===== src/rtl/dmem_arb_pkg.sv =====
// Shared types and constants for the data-memory arbiter (dmem_arbiter).
// Build option: DMEM_ARB_RR_EN selects round-robin arbitration instead of fixed priority with starvation limit.
package dmem_arb_pkg;

  typedef enum logic [1:0] {
    IDLE   = 2'd0,
    ACCESS = 2'd1,
    RESP   = 2'd2
  } state_t;

  localparam logic PORT_CORE = 1'b0;
  localparam logic PORT_DBG  = 1'b1;

endpackage


===== src/rtl/dmem_arb_pick.sv =====
// Combinational winner select for the two data-memory requesters.
// Port 1 wins a tie when it is the preferred port (round-robin) or is starving (fixed priority).
module dmem_arb_pick
  import dmem_arb_pkg::*;
(
  input  logic valid0,
  input  logic valid1,
  input  logic rr_ptr,
  input  logic starve,
  output logic any_valid,
  output logic winner
);

  // The top ties the input that its arbitration mode does not use to 0,
  // so one tie-break expression serves both modes.
  always_comb begin
    any_valid = valid0 | valid1;
    winner    = PORT_CORE;
    if (valid1 && (!valid0 || (rr_ptr == PORT_DBG) || starve)) begin
      winner = PORT_DBG;
    end
  end

endmodule


===== src/rtl/dmem_arbiter.sv =====
// Two-port arbiter in front of a single-port data memory: IDLE -> ACCESS -> RESP, one transaction at a time.
// Build option: DMEM_ARB_RR_EN selects round-robin; otherwise fixed priority (port 0) with a port-1 starvation limit.
module dmem_arbiter
  import dmem_arb_pkg::*;
#(
  parameter int DATA_W     = 32,
  parameter int ADDR_W     = 32,
  parameter int MEM_DEPTH  = 1024,
  parameter int STARVE_LIM = 4
) (
  input  logic              clk,
  input  logic              rst,

  input  logic              req0_valid,
  input  logic              req0_we,
  input  logic [ADDR_W-1:0] req0_addr,
  input  logic [DATA_W-1:0] req0_wdata,
  output logic              req0_ready,
  output logic              rsp0_valid,
  output logic [DATA_W-1:0] rsp0_rdata,
  output logic              rsp0_err,

  input  logic              req1_valid,
  input  logic              req1_we,
  input  logic [ADDR_W-1:0] req1_addr,
  input  logic [DATA_W-1:0] req1_wdata,
  output logic              req1_ready,
  output logic              rsp1_valid,
  output logic [DATA_W-1:0] rsp1_rdata,
  output logic              rsp1_err,

  output logic [ADDR_W-1:0] mem_a,
  output logic [DATA_W-1:0] mem_wd,
  output logic              mem_we,
  input  logic [DATA_W-1:0] mem_rd,

  output state_t            dbg_state
);

  localparam logic [ADDR_W:0] ADDR_LIMIT = (ADDR_W+1)'(MEM_DEPTH) << 2;

  state_t            state;
  logic              any_valid;
  logic              win;
  logic              grant;
  logic              rr_ptr;
  logic              starve;

  logic              win_we;
  logic [ADDR_W-1:0] win_addr;
  logic [DATA_W-1:0] win_wdata;
  logic              win_err;

  logic              lat_id;
  logic              lat_we;
  logic              lat_err;
  logic [ADDR_W-1:0] lat_addr;
  logic [DATA_W-1:0] lat_wdata;

  logic [1:0]        rsp_vld_q;
  logic [DATA_W-1:0] rsp_rdata_q;
  logic              rsp_err_q;
  logic              in_access;

  dmem_arb_pick u_pick (
    .valid0    (req0_valid),
    .valid1    (req1_valid),
    .rr_ptr    (rr_ptr),
    .starve    (starve),
    .any_valid (any_valid),
    .winner    (win)
  );

  // Handshake: a requester raises reqN_valid with a stable payload and holds it
  // until reqN_ready pulses for one IDLE cycle; that pulse is the accept. The
  // matching rspN_valid pulse follows exactly two cycles later.
  assign grant      = (state == IDLE) && any_valid && !rst;
  assign req0_ready = grant && (win == PORT_CORE);
  assign req1_ready = grant && (win == PORT_DBG);

  always_comb begin
    win_we    = req0_we;
    win_addr  = req0_addr;
    win_wdata = req0_wdata;
    if (win == PORT_DBG) begin
      win_we    = req1_we;
      win_addr  = req1_addr;
      win_wdata = req1_wdata;
    end
    win_err = (win_addr[1:0] != 2'b00) || ({1'b0, win_addr} >= ADDR_LIMIT);
  end

  always_ff @(posedge clk) begin
    if (rst) begin
      state       <= IDLE;
      lat_id      <= PORT_CORE;
      lat_we      <= 1'b0;
      lat_err     <= 1'b0;
      lat_addr    <= '0;
      lat_wdata   <= '0;
      rsp_vld_q   <= 2'b00;
      rsp_rdata_q <= '0;
      rsp_err_q   <= 1'b0;
    end else begin
      unique case (state)
        IDLE: begin
          if (any_valid) begin
            lat_id    <= win;
            lat_we    <= win_we;
            lat_err   <= win_err;
            lat_addr  <= win_addr;
            lat_wdata <= win_wdata;
            state     <= ACCESS;
          end
        end
        ACCESS: begin
          rsp_vld_q   <= (lat_id == PORT_DBG) ? 2'b10 : 2'b01;
          rsp_rdata_q <= (lat_we || lat_err) ? '0 : mem_rd;
          rsp_err_q   <= lat_err;
          state       <= RESP;
        end
        RESP: begin
          rsp_vld_q   <= 2'b00;
          rsp_rdata_q <= '0;
          rsp_err_q   <= 1'b0;
          state       <= IDLE;
        end
        default: state <= IDLE;
      endcase
    end
  end

`ifdef DMEM_ARB_RR_EN
  // rr_ptr names the port that wins the next tie.
  assign starve = 1'b0;

  always_ff @(posedge clk) begin
    if (rst) begin
      rr_ptr <= PORT_CORE;
    end else if (grant) begin
      rr_ptr <= ~win;
    end
  end
`else
  localparam int SW = $clog2(STARVE_LIM + 1);

  logic [SW-1:0] starve_cnt;

  assign rr_ptr = PORT_CORE;
  assign starve = (starve_cnt == SW'(STARVE_LIM));

  // Counts IDLE cycles in which port 1 asked and lost; saturates at the limit.
  always_ff @(posedge clk) begin
    if (rst) begin
      starve_cnt <= '0;
    end else if (grant && (win == PORT_DBG)) begin
      starve_cnt <= '0;
    end else if (grant && req1_valid && !starve) begin
      starve_cnt <= starve_cnt + 1'b1;
    end
  end
`endif

  // Reset in the ACCESS cycle must suppress the memory write, so gate with rst.
  assign in_access = (state == ACCESS) && !rst;
  assign mem_a     = in_access ? {2'b00, lat_addr[ADDR_W-1:2]} : '0;
  assign mem_wd    = in_access ? lat_wdata : '0;
  assign mem_we    = in_access && lat_we && !lat_err;

  assign rsp0_valid = rsp_vld_q[0] && !rst;
  assign rsp1_valid = rsp_vld_q[1] && !rst;
  assign rsp0_rdata = rsp0_valid ? rsp_rdata_q : '0;
  assign rsp1_rdata = rsp1_valid ? rsp_rdata_q : '0;
  assign rsp0_err   = rsp0_valid && rsp_err_q;
  assign rsp1_err   = rsp1_valid && rsp_err_q;

  assign dbg_state  = state;

endmodule


===== config.mk =====
export PLATFORM = sky130hd
export DESIGN_NAME = dmem_arbiter
export DESIGN_NICKNAME = d
export VERILOG_FILES = /design/src/rtl/dmem_arb_pkg.sv /design/src/rtl/dmem_arb_pick.sv /design/src/rtl/dmem_arbiter.sv
export SDC_FILE = /design/constraint.sdc
export NUM_CORES = 1
export LEC_CHECK = 0
export BUFFER_PORTS_ARGS = -buffer_cell sky130_fd_sc_hd__buf_4
export CAP_MARGIN = 10
export CORE_UTILIZATION = 41
export DETAILED_ROUTE_END_ITERATION = 7
export PLACE_DENSITY = 0.76
export SETUP_SLACK_MARGIN = 0.2
export SYNTH_ARGS = -nofsm -noshare
export SYNTH_HDL_FRONTEND = slang
export SYNTH_HIERARCHICAL = 1
export SYNTH_SLANG_ARGS = --single-unit

===== constraint.sdc =====
create_clock -name clk -period 2.07 [get_ports clk]
set_input_delay 0.207 -clock clk [delete_from_list [all_inputs] [get_ports clk]]
set_output_delay 0.207 -clock clk [all_outputs]
set_load 0.05 [all_outputs]

==> summary.md <==
| Metric | Value |
|---|---|
| Max-slew headroom | 55.6% |
| First-pass GRT wire length | 27.0 mm |
| DRC viols | 0 |
| CTS tree | built |
| Multi-input gate area | 0.00337 sq mm |
| Crit Path Max Fanout | 7 |
| Tot Pwr | 6.07 mW |
| # port buffers | 300 |
| Fillers | 986 |
| Initial Utilization | 42.5% |
| Placed inst area | 0.00799 sq mm |
| Status | complete, no violations |
| Final #Nets | 1111 |
| PwrDens | 656 mW/mm^2 |
| Max-cap violations | 0 |
| Fmax | 513 MHz |
| Pre-antenna DRT Iters | 4 |
| Clock root buffer | clkbuf_16 |
| Netlist cell types | 31 |
| Number of global-route vias before repair | 5215 |
| Clk_skew | 0.0101 ns |
| Final wirelength | 18.9 mm |
| Synth warn | 6 |
| Drt initial violations | 158 |
| Chip Width | 117 um |
| Layout cells sized above 1 | 46.7% |
| Avg Inst Size Synth | 8.41 sq um |
| Final max-slew violation count | 0 |
| Max VDD drop | 0.419 mV |
| Hold Crit Class | primary input to flop |
| TritonCTS Buffers | 9 |
| Initial antenna violation count | 0 |
| DRT met1 WL | 7.08 mm |
| Synth Area in Adders | 1.61% |
| Final Setup Violations | 0 |
| DIE AREA | 0.0137 sq mm |
| Clock slew at reported path FFs | 0.08 ns |
| GPL Wtd Cong | 0.792 |
| Crit start category | flop |
| Vias | 5584 |
| Synth Area in Simple Gates | 29.8% |
| Worst setup EP type | output pin |
| Gr usage total | 26.2% |
| Multiplexer share of the synthesized area | 12.3% |
| Synthesized flop and latch total | 105 |
| Chip height | 117 um |
| Gate Count Post-Synth | 646 |
| Final Cycle Share | 94.1% |
| RSZ-0062 raised after global routing | true |
| Largest family of logic cells by synthesized area | simple AND/OR/NAND/NOR gates |
| Top Metal Used | met4 |
| Diodes inserted | 0 |
| Final ANT Viol Nets | 0 |
| DR vias/cell | 5.01 |
| # rows | 41 |
| Crit Path Category | flop to output pin |
| H-tree Lvls | 3 |
| Avg WL per Cell | 17.0 um |
| Met3 WL | 1.81 mm |
| Clock Path Buffers | 2 |
| Worst Tran Pin Value | 0.666 ns |
| Storage cell area | 0.00211 sq mm |
| Final Hold Fails | 0 |
| Final non-filler cell area | 0.00926 sq mm |
| Core area | 0.0128 sq mm |
| Sink Count | 105 |
| Critical Path AT | 1.74 ns |
| Hpwl dp | 12.9 mm |
| XOR/XNOR Fraction of Synth Area | 0.322% |
| Static leakage | 4.29 nW |
| Syn Std Cell Area | 0.00543 sq mm |
| Ports | 303 |
| Total congestion overflow | 0 |
| Syn-to-layout area delta | 70.3% |
| Met2 wire len | 9.40 mm |
| Largest net degree at the start of global routing | 60 |
| CP required | 1.86 ns |
| Final min period | 1.95 ns |
| Post-synthesis compound-gate area fraction | 12.5% |
| Skew-Pair Late Insertion Delay | 0.35 ns |
| Sequential area share after synthesis | 38.7% |
==> registers in the layout, indices dropped and copies added, names as in the netlist <==
name and count:
dbg_state 2, lat_addr 30, lat_err 1, lat_id 1, lat_wdata 32, lat_we 1, rsp_err_q 1, rsp_rdata_q 32
rsp_vld_q 2, starve_cnt 3
==> metal layers <==
layer / vias to the layer above / global-route usage, %
li1: 2767 / -
met1: 2536 / 27.8
met2: 242 / 47.3
met3: 39 / 8.91
met4: 0 / 11.2
met5: - / 0
==> synthesized netlist by cell type (all sizes together) <==
cell	count	share of area [%]
or4	2	0.28
o41ai	2	0.32
buf	19	1.7
nor4	6	0.69
inv	5	0.35
a21boi	1	0.14
mux2i	67	12
and2	130	15
nand3	2	0.18
and3b	1	0.16
a21oi	35	3.2
a311oi	1	0.16
nand2	4	0.28
a211oi	63	8.7
nor2b	35	4.0
or2	1	0.12
nand2b	4	0.46
nor3	1	0.092
ha	7	1.6
clkbuf	37	2.6
nor4b	2	0.44
nand3b	2	0.28
nand4	3	0.35
conb	1	0.069
dfxtp	105	39
xnor2	1	0.16
xor2	1	0.16
nor2	108	7.5
==> power by group <==
group	internal (mW)	leakage, nW	switching (mW)
Sequential	2.28	0.868	0.152
Combinational	0.918	3.28	1.04
Clock	0.889	0.142	0.785
Total	4.09	4.29	1.98
==> cell usage in the layout (no fill, tap or decap), types with 3 or more instances in the layout <==
cell type / instances
a211oi_1: 63
a21oi_1: 35
and2_1: 66
and2_4: 64
buf_12: 12
buf_16: 4
buf_4: 256
buf_8: 59
clkbuf_16: 11
conb_1: 3
dfxtp_1: 101
dfxtp_2: 3
ha_1: 5
inv_2: 3
mux2i_1: 67
nand2b_1: 4
nand4_1: 3
nor2_1: 106
nor2b_1: 32
nor4_1: 5
==> cell families (layout without fill, tap and decap cells) <==
group	count (synthesis)	in the layout
simple gates	301	301
mux	67	67
xor+xnor	2	2
compound gates	102	102
fa+ha+maj	7	7
other cells	1	3
flops	105	105
buf+inv	61	356
==> per-stage QoR <==
stage / instances / setup WS [ns] / TNS, ns / util [%] / hold WS [ns]
final: 1115 / 0.122 / 0 / 72.5 / 0.0849
after global routing: 1115 / 0.0188 / 0 / 72.5 / 0.0880
after CTS: 1108 / 0.102 / 0 / 69.7 / 0.0777
after detailed placement: 1080 / -0.0220 / -0.0220 / 62.6 / 0.440
after global placement: 1080 / 0.0268 / 0 / 62.6 / 0.432
after floorplan: 648 / 0.221 / 0 / - / 0.346
==> critical path, stage by stage, from the launching register on <==
cell,delay (ns)
dfxtp_2,0.35
inv_2,0.05
ha_4,0.16
nand2_4,0.06
inv_4,0.04
nor2_4,0.09
a21boi_4,0.08
buf_12,0.14
buf_4,0.13
nor3_4,0.11
buf_6,0.18
==> path summary, 6_finish.rpt <==
check,startpoint,end,slack [ns],depth (start not counted)
hold reg to reg,rsp_vld_q[1],rsp_vld_q[1],0.47,2
setup reg to reg,starve_cnt[0],lat_err,0.15,11
setup / recovery,starve_cnt[1],req0_ready,0.12,10
hold / removal,mem_rd[7],rsp_rdata_q[7],0.08,3
==> repair_timing <==
item / in CTS / in global routing
hold endpoints to repair: 0 / 0
gates cloned: 5 / 3
buffers inserted: 7 / 4
resized for setup: 133 / 90
hold buffers: 0 / 0
pin swaps: 6 / 62
setup endpoints to repair: 104 / 105
==> layout make-up <==
class	instances	share of cell area [%]
sequential	105	22.8
multi-input combinational	482	36.4
clock buffer	11	2.73
timing repair buffer	335	35.1
clock inverter	5	0.419
inverter	5	0.230
tap	172	2.33
Note: power is estimated with default switching activity, not from simulation.
